<file path="config.mk">
export PLATFORM = sky130hd
export DESIGN_NAME = axi_request_gen_mc
export DESIGN_NICKNAME = d
export VERILOG_FILES = /design/src/rtl/reqgen_pkg.sv /design/src/rtl/reqgen_credit.sv /design/src/rtl/axi_request_gen_mc.sv
export SDC_FILE = /design/constraint.sdc
export NUM_CORES = 1
export LEC_CHECK = 0
export ABC_AREA = 1
export BUFFER_PORTS_ARGS = -buffer_cell sky130_fd_sc_hd__buf_2
export CORE_MARGIN = 4
export CORE_UTILIZATION = 30
export DETAILED_ROUTE_END_ITERATION = 7
export GPL_ROUTABILITY_DRIVEN = 0
export SYNTH_ARGS = -nofsm -noshare
export SYNTH_HDL_FRONTEND = slang
export SYNTH_HIERARCHICAL = 1
export SYNTH_SLANG_ARGS = --single-unit
export TNS_END_PERCENT = 100
</file>
<file path="constraint.sdc">
create_clock -name clk -period 9.6 [get_ports clk]
set_input_delay 1.92 -clock clk [delete_from_list [all_inputs] [get_ports clk]]
set_output_delay 1.92 -clock clk [all_outputs]
set_load 0.005 [all_outputs]
</file>
<file path="src/rtl/reqgen_pkg.sv">
// reqgen_pkg
//  Shared definitions for the row-request generator: FSM state encoding,
//  the request address width and the default parameter values used by
//  axi_request_gen_mc and its credit sub-module.
package reqgen_pkg;

  localparam int ADDR_W              = 32;
  localparam int DEF_DATA_W          = 256;
  localparam int DEF_MAX_OUTSTANDING = 16;
  localparam int DEF_CNT_W           = 64;
  localparam int DEF_TIMEOUT_CYCLES  = 1000000;

  typedef enum logic [1:0] {
    IDLE  = 2'd0,
    RUN   = 2'd1,
    DRAIN = 2'd2
  } reqgen_state_e;

endpackage

</file>
<file path="src/rtl/reqgen_credit.sv">
// reqgen_credit
//  Tracks the number of requests in flight (handshaken but not yet completed)
//  and decides whether another request may be issued.
//  Ports:
//   clk, reset        clock, asynchronous active-high reset
//   clear             synchronous clear at the start of a run
//   send              a TX handshake happens this cycle
//   complete          a completion pulse seen while a run is active
//   outstanding       requests in flight
//   credit_ok         window not full (outstanding < MAX_OUTSTANDING)
//   complete_accept   completion is counted (ignored when nothing is in flight)
module reqgen_credit #(
  parameter int MAX_OUTSTANDING = 16,
  parameter int OUT_W           = $clog2(MAX_OUTSTANDING + 1)
) (
  input  logic             clk,
  input  logic             reset,
  input  logic             clear,
  input  logic             send,
  input  logic             complete,
  output logic [OUT_W-1:0] outstanding,
  output logic             credit_ok,
  output logic             complete_accept
);

  // A completion with nothing in flight is a stray pulse; dropping it here
  // keeps completed <= sent in the top-level counters.
  assign complete_accept = complete && (outstanding != '0);
  assign credit_ok       = (outstanding < OUT_W'(MAX_OUTSTANDING));

  // Send and accepted completion in the same cycle cancel out.
  always_ff @(posedge clk or posedge reset) begin
    if (reset) begin
      outstanding <= '0;
    end else if (clear) begin
      outstanding <= '0;
    end else if (send && !complete_accept) begin
      outstanding <= outstanding + OUT_W'(1);
    end else if (!send && complete_accept) begin
      outstanding <= outstanding - OUT_W'(1);
    end
  end

endmodule

</file>
<file path="src/rtl/axi_request_gen_mc.sv">
// axi_request_gen_mc
//  Issues cfg_count address requests on an AXI-Stream TX port, address
//  n = cfg_base + n*cfg_stride (32-bit wrap), with TLAST on the final one.
//  A credit window limits requests in flight; row completions return credit.
//  After the last request the block drains until all completions are back.
//  Ports:
//   clk, reset                 clock, asynchronous active-high reset
//   start, abort               1-cycle control pulses
//   cfg_count/base/stride      run configuration, latched on start
//   row_complete_in            one pulse per fulfilled request
//   idle_out, timeout_out      status
//   requests_sent/completed    per-run counters, kept after the run ends
//   AXIS_TX_*                  request stream, address in TDATA[31:0]
//  Build option: define REQGEN_TIMEOUT_EN to enable the completion watchdog
//  (TIMEOUT_CYCLES cycles without a completion while requests are in flight
//  sets timeout_out and aborts the run). Without it timeout_out is tied low.
module axi_request_gen_mc
  import reqgen_pkg::*;
#(
  parameter int DATA_W          = DEF_DATA_W,
  parameter int MAX_OUTSTANDING = DEF_MAX_OUTSTANDING,
  parameter int CNT_W           = DEF_CNT_W,
  parameter int TIMEOUT_CYCLES  = DEF_TIMEOUT_CYCLES
) (
  input  logic              clk,
  input  logic              reset,
  input  logic              start,
  input  logic              abort,
  input  logic [CNT_W-1:0]  cfg_count,
  input  logic [ADDR_W-1:0] cfg_base,
  input  logic [15:0]       cfg_stride,
  input  logic              row_complete_in,
  output logic              idle_out,
  output logic              timeout_out,
  output logic [CNT_W-1:0]  requests_sent,
  output logic [CNT_W-1:0]  requests_completed,
  output logic [DATA_W-1:0] AXIS_TX_TDATA,
  output logic              AXIS_TX_TVALID,
  output logic              AXIS_TX_TLAST,
  input  logic              AXIS_TX_TREADY
);

  localparam int OUT_W = $clog2(MAX_OUTSTANDING + 1);

  reqgen_state_e     state_q, state_d;
  logic [CNT_W-1:0]  count_q;
  logic [15:0]       stride_q;
  logic [CNT_W-1:0]  sent_q, sent_d, completed_q, completed_d;
  logic [ADDR_W-1:0] addr_q, addr_d, tdata_q, tdata_d;
  logic              tvalid_q, tvalid_d, tlast_q, tlast_d;
  logic              abort_pend_q, abort_pend_d;

  logic              active, start_ok, handshake;
  logic              complete_accept, credit_ok, credit_ok_b2b;
  logic              timeout_fire;
  logic [OUT_W-1:0]  outstanding;

  assign active    = (state_q != IDLE);
  assign start_ok  = start && (state_q == IDLE) && (cfg_count != '0);
  assign handshake = tvalid_q && AXIS_TX_TREADY;

  reqgen_credit #(
    .MAX_OUTSTANDING (MAX_OUTSTANDING),
    .OUT_W           (OUT_W)
  ) u_credit (
    .clk             (clk),
    .reset           (reset),
    .clear           (start_ok),
    .send            (handshake),
    .complete        (row_complete_in && active),
    .outstanding     (outstanding),
    .credit_ok       (credit_ok),
    .complete_accept (complete_accept)
  );

  // For a back-to-back beat the request handshaking now is not yet in the
  // outstanding count, so one extra slot must be free.
  assign credit_ok_b2b = (outstanding < OUT_W'(MAX_OUTSTANDING - 1));

`ifdef REQGEN_TIMEOUT_EN
  localparam int WD_W = $clog2(TIMEOUT_CYCLES + 1);

  logic [WD_W-1:0] wd_cnt_q;
  logic            timeout_q;
  logic            wd_counting;

  // The watchdog only runs while requests are in flight; every counted
  // completion restarts the window.
  assign wd_counting  = active && (outstanding != '0) && !complete_accept;
  assign timeout_fire = wd_counting && (wd_cnt_q == WD_W'(TIMEOUT_CYCLES - 1));
  assign timeout_out  = timeout_q;

  always_ff @(posedge clk or posedge reset) begin
    if (reset) begin
      wd_cnt_q  <= '0;
      timeout_q <= 1'b0;
    end else if (start_ok) begin
      wd_cnt_q  <= '0;
      timeout_q <= 1'b0;
    end else if (timeout_fire) begin
      wd_cnt_q  <= '0;
      timeout_q <= 1'b1;
    end else if (wd_counting) begin
      wd_cnt_q  <= wd_cnt_q + WD_W'(1);
    end else begin
      wd_cnt_q  <= '0;
    end
  end
`else
  assign timeout_fire = 1'b0;
  assign timeout_out  = 1'b0;
`endif

  // State register.
  always_ff @(posedge clk or posedge reset) begin
    if (reset) begin
      state_q <= IDLE;
    end else begin
      state_q <= state_d;
    end
  end

  // Next state, counters and the registered TX beat.
  // A beat is loaded either into an empty output register or straight after
  // a handshake (back-to-back); its index is the post-update sent count.
  always_comb begin
    state_d      = state_q;
    tvalid_d     = tvalid_q;
    tlast_d      = tlast_q;
    tdata_d      = tdata_q;
    addr_d       = addr_q;
    abort_pend_d = abort_pend_q;
    sent_d       = sent_q + CNT_W'(handshake);
    completed_d  = completed_q + CNT_W'(complete_accept);

    case (state_q)
      IDLE: begin
        if (start_ok) begin
          state_d      = RUN;
          sent_d       = '0;
          completed_d  = '0;
          addr_d       = cfg_base;
          abort_pend_d = 1'b0;
          tvalid_d     = 1'b0;
          tlast_d      = 1'b0;
        end
      end

      RUN: begin
        if (handshake) begin
          tvalid_d = 1'b0;
          tlast_d  = 1'b0;
        end
        // A stalled beat must still complete before leaving on abort.
        if (abort || timeout_fire || abort_pend_q) begin
          if (tvalid_q && !AXIS_TX_TREADY) begin
            abort_pend_d = 1'b1;
          end else begin
            state_d      = IDLE;
            abort_pend_d = 1'b0;
            tvalid_d     = 1'b0;
            tlast_d      = 1'b0;
          end
        end else if (handshake && tlast_q) begin
          state_d = DRAIN;
        end else if ((handshake && credit_ok_b2b) || (!tvalid_q && credit_ok)) begin
          tvalid_d = 1'b1;
          tdata_d  = addr_q;
          tlast_d  = (sent_d == count_q - CNT_W'(1));
          addr_d   = addr_q + ADDR_W'(stride_q);
        end
      end

      DRAIN: begin
        tvalid_d = 1'b0;
        tlast_d  = 1'b0;
        if (abort || timeout_fire || (completed_q == count_q)) begin
          state_d = IDLE;
        end
      end

      default: begin
        state_d  = IDLE;
        tvalid_d = 1'b0;
        tlast_d  = 1'b0;
      end
    endcase
  end

  // Datapath registers; configuration is captured only on an accepted start.
  always_ff @(posedge clk or posedge reset) begin
    if (reset) begin
      count_q      <= '0;
      stride_q     <= '0;
      sent_q       <= '0;
      completed_q  <= '0;
      addr_q       <= '0;
      tdata_q      <= '0;
      tvalid_q     <= 1'b0;
      tlast_q      <= 1'b0;
      abort_pend_q <= 1'b0;
    end else begin
      if (start_ok) begin
        count_q  <= cfg_count;
        stride_q <= cfg_stride;
      end
      sent_q       <= sent_d;
      completed_q  <= completed_d;
      addr_q       <= addr_d;
      tdata_q      <= tdata_d;
      tvalid_q     <= tvalid_d;
      tlast_q      <= tlast_d;
      abort_pend_q <= abort_pend_d;
    end
  end

  assign idle_out           = (state_q == IDLE);
  assign requests_sent      = sent_q;
  assign requests_completed = completed_q;
  assign AXIS_TX_TDATA      = DATA_W'(tdata_q);
  assign AXIS_TX_TVALID     = tvalid_q;
  assign AXIS_TX_TLAST      = tlast_q;

endmodule
</file>
; ---- After elaboration in Yosys (flattened, before gate mapping)
; Index checks and enable logic that the tools add are counted.
[classes]
n_reduce_logical = 28
bitwise_logic = 2
eq_ne = 12
order_cmp = 2
muxes = 34
add_sub_neg = 6
[op_table]
columns = cell, n
row1 = two-way mux 64 bit, 4
row2 = adder 64 x 1 -> 64 bit, 2
row3 = == test 64 bit, 2
row4 = two-way mux 32 bit, 4
row5 = case mux 32 bit (2 select lines), 1
row6 = nonzero test 64 bit, 1
row7 = "subtractor 64 x 1 -> 64 bit, second input constant", 1
row8 = adder 32 x 16 -> 32 bit, 1
row9 = two-way mux 5 bit, 3
row10 = two-way mux 1 bit, 13
row11 = logical AND 1 bit, 11
row12 = two-way mux 2 bit, 5
row13 = "!= test 2 bit, second input constant", 5
row14 = AND reduction 4 bit, 2
row15 = "!= test 3 bit, second input constant", 2
row16 = case mux 1 bit (2 select lines), 3
row17 = case mux 2 bit (3 select lines), 1
row18 = "adder 5 x 1 -> 5 bit, second input constant", 1
row19 = "< comparator 5 x 4 -> 1 bit, second input constant", 1
row20 = "< comparator 5 bit, second input constant", 1
row21 = AND reduction 5 bit, 1
row22 = nonzero test 5 bit, 1
row23 = "subtractor 5 x 1 -> 5 bit, second input constant", 1
row24 = zero test 1 bit, 4
row25 = other kinds (9), 13
[totals]
register_bits = 282
inputBits = 118
out_inout_bits = 388
word_cells = 95

; ---- Logic depth before layout (Yosys ltp)
[logic_depth]
ltp_word = 7
ltp_mapped = 25
mapped_depth_nobuf = 25

; ---- By module
; Netlist, hierarchy kept.
[by_module_without_submodules]
columns = mod, cells_per_inst, n_inst, area_per_inst_um2
row1 = axi_request_gen_mc, 3162, 1, 21077.7
row2 = reqgen_credit, 56, 1, 444.2

; ---- Worst setup path before layout
; No wires, ideal clock.
[synth_timing]
path_type = in2reg
from = input row_complete_in
to = register completed_q[62] (netlist: requests_completed[62])
t_arrival_ps = 4169
t_required_ps = 9478
stages = 18
path_buffers = 0
slack_ps = 5309
path_cell_list = inv_1 -> nor2_1 -> nand2_2 -> inv_1 -> ha_1 -> ha_1 -> nand2_2 -> nor2_2 -> nand2_2 -> nor2_8 -> nand3_2 -> nor2_4 -> nand2_2 -> nor2_4 -> nand3_2 -> or4_1 -> o21ai_1 -> a21oi_1
[synth_via]
elab_chain_cells = 5
[synth_lines]
columns = element, line
row1 = "start, declared", axi_request_gen_mc.sv:32  ; input logic row_complete_in,
row2 = logical AND 1 bit (*), axi_request_gen_mc.sv:70  ; .complete (row_complete_in && active),
row3 = logical AND 1 bit (*), reqgen_credit.sv:28  ; assign complete_accept = complete && (outstanding != '0);
row4 = via complete_accept, axi_request_gen_mc.sv:54  ; logic complete_accept, credit_ok, credit_ok_b2b;
row5 = adder 64 x 1 -> 64 bit (*), axi_request_gen_mc.sv:134  ; completed_d = completed_q + CNT_W'(complete_accept);
row6 = two-way mux 64 bit, axi_request_gen_mc.sv:138  ; if (start_ok) begin
row7 = two-way mux 64 bit (*), axi_request_gen_mc.sv:136  ; case (state_q)
row8 = via completed_d[62], axi_request_gen_mc.sv:48  ; logic [CNT_W-1:0] sent_q, sent_d, completed_q, completed_d;
row9 = "end signal, assigned", axi_request_gen_mc.sv:208  ; completed_q <= completed_d;
row10 = "end, declared", axi_request_gen_mc.sv:48
; The timed path passes the listed nets; every way through them passes the cells marked *.
; A chain may end at the register's enable or synchronous reset.

; ---- Worst setup path after layout
[layout_timing]
from = input cfg_count[40]
to = register completed_q[43] (netlist: requests_completed[43])
[layout_via]
elab_chain_cells = 4
[layout_lines]
columns = element, line
row1 = "start, declared", axi_request_gen_mc.sv:29  ; input logic [CNT_W-1:0] cfg_count,
row2 = nonzero test 64 bit, axi_request_gen_mc.sv:59  ; assign start_ok = start && (state_q == IDLE) && (cfg_count != '0);
row3 = logical AND 1 bit, axi_request_gen_mc.sv:59
row4 = two-way mux 64 bit, axi_request_gen_mc.sv:138
row5 = two-way mux 64 bit, axi_request_gen_mc.sv:136
row6 = via completed_d[43], axi_request_gen_mc.sv:48
; The timed path passes the listed nets, and every way through them passes these cells.

==> flow_summary_export.csv <==
group,metric,value,unit
timing,layout_setup_ws,4.98,ns
yosys,yosysTopAreaCellShare,32.8,%
yosys,avgSynthCellArea,6.69,um2
timing,fmax,0.216,GHz
clock_network,cts.repair.resized,0,
timing,fin_crit,4.62,ns
place,io_buffers,280,
timing,worstMarginPinSlew,1.07,ns
floorplan,die_w,276,um
layout,drive_gt1_share,13.4,%
clock_network,h-tree-depth,2,
clock_network,cts_tree,"built",
grt,use_met2,33.8,%
worst_setup_path,crit_fanout,96,
timing,finalClockSkew,0.0217,ns
yosys,yosysTopAreaCell,"dfrtp_1",
yosys,dominantRegCellSynth,"dfrtp_1",
yosys,synthTopCellsByArea,"dfrtp_1, nand2_1, nor2_1",
floorplan,coreArea,70500,um2
job,max_cap_viol_count,0,
power_and_ir_drop,power.density,244,nW/um2
timing,setup_viol,0,
clock_network,cts_made_buffers,37,
worst_setup_path,cp-start-kind,"primary input",
clock_network,clk_latency,0.57,ns
power_and_ir_drop,leakage,12.1,nW
timing,rsz0062_at_grt,"no",
timing,period_share,48.2,%
worst_setup_path,end_kind,"flop",
route,avgViaCountPerCell,4.75,
yosys,ys_types,53,
route,drtIter0Drc,1959,
route,detail_route.first_pass.iterations,7,
yosys,netlist_area,21500,um2
route,wl,82200,um
layout,fin_util,34.7,%
grt,grt_use_met1,27.0,%
grt,busiest_layer,"met2",
floorplan,rows,97,
floorplan,dieArea,76100,um2
yosys,synthArstFlopShare,100,%
timing,hold_violations,0,
yosys,yosysMostFrequentCell,"nand2_1",
timing,hold_ws,0.480,ns
route,route.detailed.drc,0,
timing,fin_tns_setup,0,ns
worst_setup_path,critPathKind,"primary input to flop",
clock_network,postCtsSetupRepairBufs,0,
clock_network,path_clk_slew,0.06,ns
layout,layout.cells.non_filler,4462,
grt,grt_max_degree,158,
route,wire_per_inst,18.4,um
worst_setup_path,required,10.08,ns
clock_network,cts_sinks,282,
route,vias,21188,
clock_network,hold_buffers,0,
grt,gr-usage-all-layers,20.8,%
layout,finalNetCount,3635,
layout,area_growth,13.6,%
route,drt.antenna.violating_nets,0,
timing,relSlewSlack,28.1,%
grt,grt_overflow_total,0,
yosys,synth_seq_area_share,32.8,%
grt,grt_pass1_vias,19917,
place,placedCellCount,4391,
clock_network,cts_root_buf,"clkbuf_16",
yosys,synth_edf_count,0,
yosys,yosysWarnings,6,
floorplan,start_util,30.5,%
timing,final_max_slew_viol_count,0,
worst_setup_path,crit_arrival,5.10,ns
floorplan,io_pins,506,
floorplan,fp.dieH,276,um
hold_path,hold_class,"flop to flop",
grt,grt_pass1_wl,121000,um
place,dpl.hpwl,66400,um
yosys,synth_commonest_cells,"nand2_1, nor2_1, inv_1",
grt,antenna_found_initial,6,
grt,use_met3,4.98,%
clock_network,clk_path_buf_depth,3,
yosys,synth_cells,3218,
outcome,outcome,"complete, no violations",
power_and_ir_drop,peakVddDrop,0.198,mV
yosys,ys_ff_latch,282,
place,place_worst_setup_slack,4.48,ns
-- worst paths after layout --
path | startpoint | to | slack, ns | depth (start not counted)
setup / recovery | cfg_count[40] | requests_completed[43] | 4.98 | 9
hold / removal | tdata_q[3] | tdata_q[3] | 0.48 | 2
setup reg to reg | state_q[0] | addr_q[8] | 5.43 | 13
hold reg to reg | tdata_q[3] | tdata_q[3] | 0.48 | 2
max in group asynchronous | reset | requests_sent[7] | 6.52 | 3
min in group asynchronous | reset | u_credit/outstanding[4] | 1.34 | 2
-- cell families after synthesis --
group / after synthesis / share of synthesized area (%)
AO/OA/AOI/OAI: 314 / 8.14
XOR/XNOR: 136 / 5.53
adder cells (fa/ha/maj): 27 / 1.64
buffers and inverters: 633 / 15.0
flip-flops: 282 / 32.8
multiplexers: 6 / 0.314
other: 1 / 0.0174
AND/OR/NAND/NOR: 1819 / 36.6
-- power breakdown --
part           total, W  switching, W  internal, W
Combinational   0.00249       0.00164     0.000858
Sequential      0.00199      0.000478      0.00151
Clock           0.00148      0.000584     0.000897
Total           0.00596       0.00270      0.00327
-- stage by stage --
| step | power, W | cell area, um2 |
|---|---|---|
| after floorplan | 0.00367 | 22400 |
| after global placement | 0.00444 | 23100 |
| after detailed placement | 0.00446 | 23100 |
| after CTS | 0.00596 | 24400 |
| after global routing | 0.00641 | 24400 |
| final | 0.00596 | 24400 |
-- area by class of cell --
cell class	instances	area, um2
timing repair buffer	286	1460
fill	7660	46100
inverter	356	1350
clock buffer	51	1080
tap	940	1180
multi-input combinational	2527	12100
sequential	282	7060
antenna	4	10.0
clock inverter	16	211
-- metal layers --
metal  part of all wire [%]  vias up
li1                       -    10340
met1                     41     9864
met2                     46      837
met3                    9.2      143
met4                    4.0        4
met5                  0.030        -
-- cells in the final DEF, fill, tap and decap left out, types with 18 or more instances in the layout --
cell type  instances
nand2_1          923
nor2_1           471
inv_1            342
dfrtp_1          282
buf_2            280
conb_1           225
o21ai_0          156
nand3_1          148
xor2_1           106
a21oi_1           69
nand4_1           67
nor3_1            65
clkbuf_16         37
nor2_2            31
xnor2_1           30
nor4_1            29
ha_1              25
nand2_2           22
nor2_4            18
-- worst max-delay path, stage by stage --
cell	delay (ns)
buf_2	0.11
nor4_1	0.91
nand4_1	0.23
nor2_1	0.20
nand3_1	0.17
nand3_4	0.29
buf_4	0.79
o21ai_0	0.24
a21oi_1	0.18
-- state kept, by name, summed over array words and instances, names as in the netlist --
signal / count
abort_pend_q: 1
tdata_q: 32
addr_q: 32
stride_q: 16
requests_completed: 64
requests_sent: 64
state_q: 2
AXIS_TX_TVALID: 1
AXIS_TX_TLAST: 1
u_credit/outstanding: 5
count_q: 64
(Power assumes the default switching activity.)
